### src/rtl/gamepad_pmod_pkg.sv
// rtl/gamepad_pmod_pkg.sv - shared constants and types for the gamepad Pmod receiver
package gamepad_pmod_pkg;

  // Bit positions within one pad's 12-bit slice
  localparam int BTN_B      = 11;
  localparam int BTN_Y      = 10;
  localparam int BTN_SELECT = 9;
  localparam int BTN_START  = 8;
  localparam int BTN_UP     = 7;
  localparam int BTN_DOWN   = 6;
  localparam int BTN_LEFT   = 5;
  localparam int BTN_RIGHT  = 4;
  localparam int BTN_A      = 3;
  localparam int BTN_X      = 2;
  localparam int BTN_L      = 1;
  localparam int BTN_R      = 0;

  localparam int BITS_PER_PAD = 12;
  localparam logic [BITS_PER_PAD-1:0] EMPTY_PAD = 12'hFFF;

  typedef enum logic {
    NO_LINK = 1'b0,
    LINK    = 1'b1
  } link_state_e;

endpackage

### src/rtl/gamepad_pmod_sync_edge.sv
// rtl/gamepad_pmod_sync_edge.sv - multi-stage synchroniser with falling-edge detect
module gamepad_pmod_sync_edge #(
  parameter int STAGES = 2
) (
  input  logic clk,
  input  logic reset,
  input  logic din,
  output logic sync_out,
  output logic fall
);

  logic [STAGES-1:0] chain;
  logic              prev;

  always_ff @(posedge clk) begin
    if (reset) begin
      chain <= '0;
      prev  <= 1'b0;
    end else begin
      chain <= {chain[STAGES-2:0], din};
      prev  <= chain[STAGES-1];
    end
  end

  assign sync_out = chain[STAGES-1];
  assign fall     = prev & ~chain[STAGES-1];

endmodule

### src/rtl/gamepad_pmod_multi.sv
// rtl/gamepad_pmod_multi.sv - Pmod gamepad chain receiver: framing, per-pad decode, events, link watchdog
module gamepad_pmod_multi
  import gamepad_pmod_pkg::*;
#(
  parameter int NUM_PADS       = 2,
  parameter int SYNC_STAGES    = 2,
  parameter int TIMEOUT_CYCLES = 1048576
) (
  input  logic                             clk,
  input  logic                             reset,
  input  logic                             pmod_data,
  input  logic                             pmod_clk,
  input  logic                             pmod_latch,
  output logic [BITS_PER_PAD*NUM_PADS-1:0] buttons,
  output logic [BITS_PER_PAD*NUM_PADS-1:0] pressed,
  output logic [BITS_PER_PAD*NUM_PADS-1:0] released,
  output logic [NUM_PADS-1:0]              is_present,
  output logic                             frame_valid,
  output logic                             frame_err,
  output logic                             stale
);

  localparam int W  = BITS_PER_PAD * NUM_PADS;
  localparam int CW = $clog2(W + 2);
  localparam int TW = $clog2(TIMEOUT_CYCLES);

  logic data_sync, clk_fall, latch_fall;
  logic data_fall_unused, clk_sync_unused, latch_sync_unused;

  gamepad_pmod_sync_edge #(.STAGES(SYNC_STAGES)) u_sync_data (
    .clk(clk), .reset(reset), .din(pmod_data),
    .sync_out(data_sync), .fall(data_fall_unused)
  );

  gamepad_pmod_sync_edge #(.STAGES(SYNC_STAGES)) u_sync_clk (
    .clk(clk), .reset(reset), .din(pmod_clk),
    .sync_out(clk_sync_unused), .fall(clk_fall)
  );

  gamepad_pmod_sync_edge #(.STAGES(SYNC_STAGES)) u_sync_latch (
    .clk(clk), .reset(reset), .din(pmod_latch),
    .sync_out(latch_sync_unused), .fall(latch_fall)
  );

  logic [W-1:0]        shift_reg, shift_next;
  logic [CW-1:0]       bit_cnt, cnt_shifted, cnt_next;
  logic [TW-1:0]       tmo_cnt, tmo_next;
  link_state_e         state, state_next;
  logic                commit, bad_len;
  logic [W-1:0]        dec_buttons;
  logic [NUM_PADS-1:0] dec_present;
  logic [W-1:0]        buttons_next, pressed_next, released_next;
  logic [NUM_PADS-1:0] present_next;
  logic                stale_next;

  // Shift happens before the length check so a coincident clk/latch fall counts its bit
  always_comb begin
    shift_next  = shift_reg;
    cnt_shifted = bit_cnt;
    if (clk_fall) begin
      shift_next = {shift_reg[W-2:0], data_sync};
      if (bit_cnt != CW'(W + 1)) cnt_shifted = bit_cnt + 1'b1;
    end
    commit   = latch_fall && (cnt_shifted == CW'(W));
    bad_len  = latch_fall && !commit;
    cnt_next = latch_fall ? '0 : cnt_shifted;
  end

  for (genvar k = 0; k < NUM_PADS; k++) begin : g_pad
    logic [BITS_PER_PAD-1:0] slice;
    assign slice          = shift_next[k*BITS_PER_PAD +: BITS_PER_PAD];
    assign dec_present[k] = (slice != EMPTY_PAD);
    assign dec_buttons[k*BITS_PER_PAD +: BITS_PER_PAD] = dec_present[k] ? slice : '0;
  end

  always_comb begin
    state_next    = state;
    tmo_next      = tmo_cnt;
    buttons_next  = buttons;
    pressed_next  = '0;
    released_next = '0;
    present_next  = is_present;
    stale_next    = stale;
    if (commit) begin
      state_next    = LINK;
      tmo_next      = '0;
      buttons_next  = dec_buttons;
      pressed_next  = dec_buttons & ~buttons;
      released_next = ~dec_buttons & buttons;
      present_next  = dec_present;
      stale_next    = 1'b0;
    end else if (state == LINK) begin
      if (tmo_cnt == TW'(TIMEOUT_CYCLES - 1)) begin
        state_next    = NO_LINK;
        buttons_next  = '0;
        released_next = buttons;
        present_next  = '0;
        stale_next    = 1'b1;
      end else begin
        tmo_next = tmo_cnt + 1'b1;
      end
    end
  end

  always_ff @(posedge clk) begin
    if (reset) begin
      state       <= NO_LINK;
      shift_reg   <= '0;
      bit_cnt     <= '0;
      tmo_cnt     <= '0;
      buttons     <= '0;
      pressed     <= '0;
      released    <= '0;
      is_present  <= '0;
      frame_valid <= 1'b0;
      frame_err   <= 1'b0;
      stale       <= 1'b1;
    end else begin
      state       <= state_next;
      shift_reg   <= shift_next;
      bit_cnt     <= cnt_next;
      tmo_cnt     <= tmo_next;
      buttons     <= buttons_next;
      pressed     <= pressed_next;
      released    <= released_next;
      is_present  <= present_next;
      frame_valid <= commit;
      frame_err   <= bad_len;
      stale       <= stale_next;
    end
  end

endmodule

### config.mk
export PLATFORM = sky130hd
export DESIGN_NAME = gamepad_pmod_multi
export DESIGN_NICKNAME = d
export VERILOG_FILES = /design/src/rtl/gamepad_pmod_pkg.sv /design/src/rtl/gamepad_pmod_sync_edge.sv /design/src/rtl/gamepad_pmod_multi.sv
export SDC_FILE = /design/constraint.sdc
export NUM_CORES = 1
export LEC_CHECK = 0
export ABC_AREA = 1
export CORE_MARGIN = 2
export CORE_UTILIZATION = 35
export DETAILED_ROUTE_END_ITERATION = 10
export PLACE_DENSITY = 0.63
export SLEW_MARGIN = 20
export SYNTH_ARGS = -nofsm -noshare
export SYNTH_HDL_FRONTEND = slang
export SYNTH_SLANG_ARGS = --single-unit
### constraint.sdc
create_clock -name clk -period 2.6 [get_ports clk]
set_input_delay 0.52 -clock clk [delete_from_list [all_inputs] [get_ports clk]]
set_output_delay 0.52 -clock clk [all_outputs]
set_load 0.05 [all_outputs]
==> qor.json, run 1 <==
{
  "outcome": {"value": "finished, final reports clean"},
  "overall_die_height": {"value": 129.5, "unit": "um"},
  "transition_time_of_the_tightest_slew_check_pin": {"value": 546.4, "unit": "ps"},
  "total_switching_power": {"value": 976.5, "unit": "uW"},
  "layout.cell_area.non_filler": {"value": 0.007144, "unit": "mm2"},
  "crit-reg2reg-launch": {"value": "tmo_cnt[0]"},
  "synth.area.mux_share": {"value": 0, "unit": "%"},
  "path_buf_inv": {"value": 1},
  "switching_share": {"value": 20.35, "unit": "%"},
  "postSynthCellCount": {"value": 762},
  "fillers": {"value": 1592},
  "power.share.clock": {"value": 55.5, "unit": "%"},
  "final_cell_mix": {"value": "nand2_1 (188), nor2_1 (142), dfxtp_1 (135)"},
  "hpwl": {"value": 8428, "unit": "um"},
  "setup-tns-final": {"value": 0, "unit": "ps"},
  "most_area_hungry_cell_type_in_the_yosys_netlist": {"value": "dfxtp_1"},
  "place.gp.congestion": {"value": 0.8585},
  "synth_simple_gate_area_share": {"value": 32.60, "unit": "%"},
  "timing.critical_path.max_delay_family": {"value": "simple AND/OR/NAND/NOR gates"},
  "master_cell_of_the_clock_root_buffer": {"value": "clkbuf_16"},
  "cts.clk_slew.worst_paths": {"value": 60, "unit": "ps"},
  "synth-compound-area-share": {"value": 5.966, "unit": "%"},
  "crit_chain": {"value": "ha_1, nand2_1, nor3_2, nand2_1, nor2_1, nand4_2, nand2_4, buf_12, nand2_1, nor2_1"},
  "comb_power_share": {"value": 1.2, "unit": "%"},
  "core_area": {"value": 0.01531, "unit": "mm2"},
  "power.density_cell_area": {"value": 671.8, "unit": "mW/mm2"},
  "drc": {"value": 0},
  "final_nets": {"value": 851},
  "numPlacedInstances": {"value": 1035},
  "synth.yosys.seq_area_share": {"value": 49.00, "unit": "%"},
  "syn-cell-area": {"value": 0.005515, "unit": "mm2"},
  "worst-r2r-setup-slack": {"value": 330, "unit": "ps"},
  "die_outline_width": {"value": 129.5, "unit": "um"},
  "fmaxAchievable": {"value": 441.3, "unit": "MHz"},
  "hold_path.startpoint": {"value": "u_sync_clk.chain[0]"},
  "start_util": {"value": 36.01, "unit": "%"},
  "placed_cell_area": {"value": 0.006485, "unit": "mm2"},
  "mostFrequentLayoutCell": {"value": "nand2_1"},
  "cts-buffers-inserted": {"value": 17},
  "io_buffers": {"value": 81},
  "timing.critical_path.fanout_max": {"value": 24},
  "post-layout-total-power": {"value": 4.799, "unit": "mW"},
  "antenna-diode-count": {"value": 0},
  "timing_hold_violations_final": {"value": 0},
  "vias": {"value": 4675},
  "global_route.usage.total": {"value": 15.71, "unit": "%"},
  "hold_path_depth": {"value": 2},
  "avgRoutedWirePerCell": {"value": 11.49, "unit": "um"},
  "most_area_consuming_cells_after_synthesis": {"value": "dfxtp_1 (49%), nand2_1 (13%), nor2_1 (9.7%), inv_1 (7.0%), nand3_1 (2.8%)"},
  "dr.first_iter.drc_count": {"value": 315},
  "vdd.ir_drop.worst": {"value": 0.0004757, "unit": "V"},
  "worstSetupPathType": {"value": "register to register"},
  "post_layout_nonfiller_instances": {"value": 1067},
  "cts.repair.resized": {"value": 0},
  "synthesis.area_per_instance": {"value": 7.238, "unit": "um2"},
  "crit_path_frequent_cell": {"value": "nand2_1"},
  "tritoncts": {"value": "done"},
  "clock_tree.htree_level_count": {"value": 4},
  "p_seq_share": {"value": 43.3, "unit": "%"},
  "sort_of_element_at_the_end_of_the_critical_path": {"value": "register"},
  "rr_worst_depth": {"value": 10},
  "synth_xor_area_share": {"value": 1.270, "unit": "%"},
  "first_pass_grt_wire_length": {"value": 20640, "unit": "um"},
  "layout-area-overhead-vs-synth": {"value": 29.54, "unit": "%"},
  "antenna_violations_before_repair": {"value": 0},
  "preCtsSetupSlack": {"value": 340.0, "unit": "ps"},
  "slew_headroom": {"value": 63.57, "unit": "%"},
  "critical-path-max-stage-delay": {"value": 410, "unit": "ps"},
  "finalCritPeriodShare": {"value": 87.15, "unit": "%"},
  "synth_top_family_by_area": {"value": "simple AND/OR/NAND/NOR gates"},
  "grt_overflow": {"value": 0},
  "viasPerCell": {"value": 4.381},
  "rsz0062_at_grt": {"value": "false"},
  "total_die_area": {"value": 0.01678, "unit": "mm2"},
  "worst_clock_skew": {"value": 9.092, "unit": "ps"},
  "holdCritPathClass": {"value": "register to register"},
  "finalMaxSlewViolations": {"value": 0},
  "cp-start-kind": {"value": "register"},
  "wl": {"value": 12260, "unit": "um"},
  "design.portCount": {"value": 82},
  "worstPathArrival": {"value": 2620, "unit": "ps"},
  "cts_setup_buffers": {"value": 0},
  "detail-route-antenna-nets": {"value": 0},
  "crit_path_top_delay_cell": {"value": "dfxtp_1"},
  "worst-endpoint-required": {"value": 2960, "unit": "ps"},
  "clock_tree.buffer_depth": {"value": 2},
  "whs_endpoint": {"value": "u_sync_clk.chain[1]"},
  "yosys.area.top_type_share": {"value": 49.00, "unit": "%"},
  "synth-adder-area-share": {"value": 0.6806, "unit": "%"},
  "report.final.setup_viol": {"value": 0},
  "internal_power": {"value": 3.823, "unit": "mW"},
  "cts_sinks": {"value": 135},
  "detailedRoute.firstPassIterationCount": {"value": 5},
  "synthDistinctLibCells": {"value": 33},
  "timing.rr.end": {"value": "released[6]"},
  "cts.hold.buffers_added": {"value": 0},
  "final_ws_setup": {"value": 334.0, "unit": "ps"},
  "grt_max_degree": {"value": 51},
  "std_cell_rows": {"value": 45},
  "power_leakage": {"value": 2.687, "unit": "nW"},
  "first_global_vias": {"value": 4315},
  "clock_latency": {"value": 430, "unit": "ps"},
  "postSynthRegisterBits": {"value": 135},
  "postSynthNetCount": {"value": 770},
  "yosysWarnings": {"value": 0},
  "period_minus_slack": {"value": 2266, "unit": "ps"},
  "timing.max_cap.violations": {"value": 0},
  "post_route_cells_drive_above_1_share": {"value": 8.061, "unit": "%"}
}
final cells by class:
class / instances / area [um2] / share of cell area [%]
clock buffers: 18 / 439.2 / 6.147
clock inverters: 14 / 220.2 / 3.082
repair buffers: 89 / 878.3 / 12.29
inverters: 108 / 405.4 / 5.674
well taps: 211 / 264.0 / 3.695
multi-input cells: 492 / 2235 / 31.28
flip-flops and latches: 135 / 2703 / 37.83
tightest hold or removal path: cells and delay by family, from the launching register on:
family                 cells  cell delay, ps
buffers and inverters      1              40
DFF                        1             290
and+or+nand+nor            1              30
routing by layer:
layer	track usage, %	part of all wire [%]
met4	5.756	1.7
met5	0	0
met1	20.46	49
met3	5.037	4.6
met2	24.49	45
through the flow:
step           util [%]  hold slack (ps)
5_1_grt           46.65            422.9
2_1_floorplan         -            388.3
6_report          46.65            400.7
3_5_place_dp      42.34            396.0
4_1_cts           46.65            404.1
3_3_place_gp      42.34            393.0
worst max-delay path by stage:
stage,start,to,slack (ps),depth (start not counted)
detailed placement,tmo_cnt[0],released[6],340,10
floorplan,tmo_cnt[0],buttons[15],750,11
finish,tmo_cnt[0],released[6],330,10
global placement,tmo_cnt[0],released[6],330,10
CTS,tmo_cnt[0],released[6],330,10
global route,u_sync_clk.prev,released[6],80,8
logic make-up (layout without fill, tap and decap cells):
group,after synthesis,in the layout
xor gates and xnor gates,8,8
DFF,135,135
AOI/OAI and AO/OA,65,65
and+or+nand+nor,416,416
adders and majority gates,3,3
buffers and inverters,135,229
power groups by stage:
stage,clock network (mW),logic (mW),registers (mW)
4_1_cts,2.71,0.0592,2.08
2_1_floorplan,0,0.0425,2.12
3_3_place_gp,0,0.0582,2.12
5_1_grt,2.82,0.0667,2.08
6_report,2.66,0.0588,2.08
3_5_place_dp,0,0.0590,2.12
synthesized netlist by cell type (all sizes together):
| master | n |
|---|---|
| dfxtp | 135 |
| inv | 107 |
| nand3 | 35 |
| nor2 | 154 |
| xnor2 | 2 |
| or2 | 1 |
| nor3 | 11 |
| nand4 | 19 |
| nor3b | 2 |
| xor2 | 6 |
| ha | 3 |
| clkbuf | 8 |
| nand2 | 191 |
| a21oi | 22 |
| clkinv | 1 |
| o21ai | 43 |
| nand3b | 3 |
| buf | 19 |
No activity file was read; power rests on OpenSTA's default activity.
==> run 2: changes to the inputs <==
Settings changed: CAP_MARGIN set to 20.
==> results of run 2 <==
Final layout, timing and power as in run 1 (identical DEF).
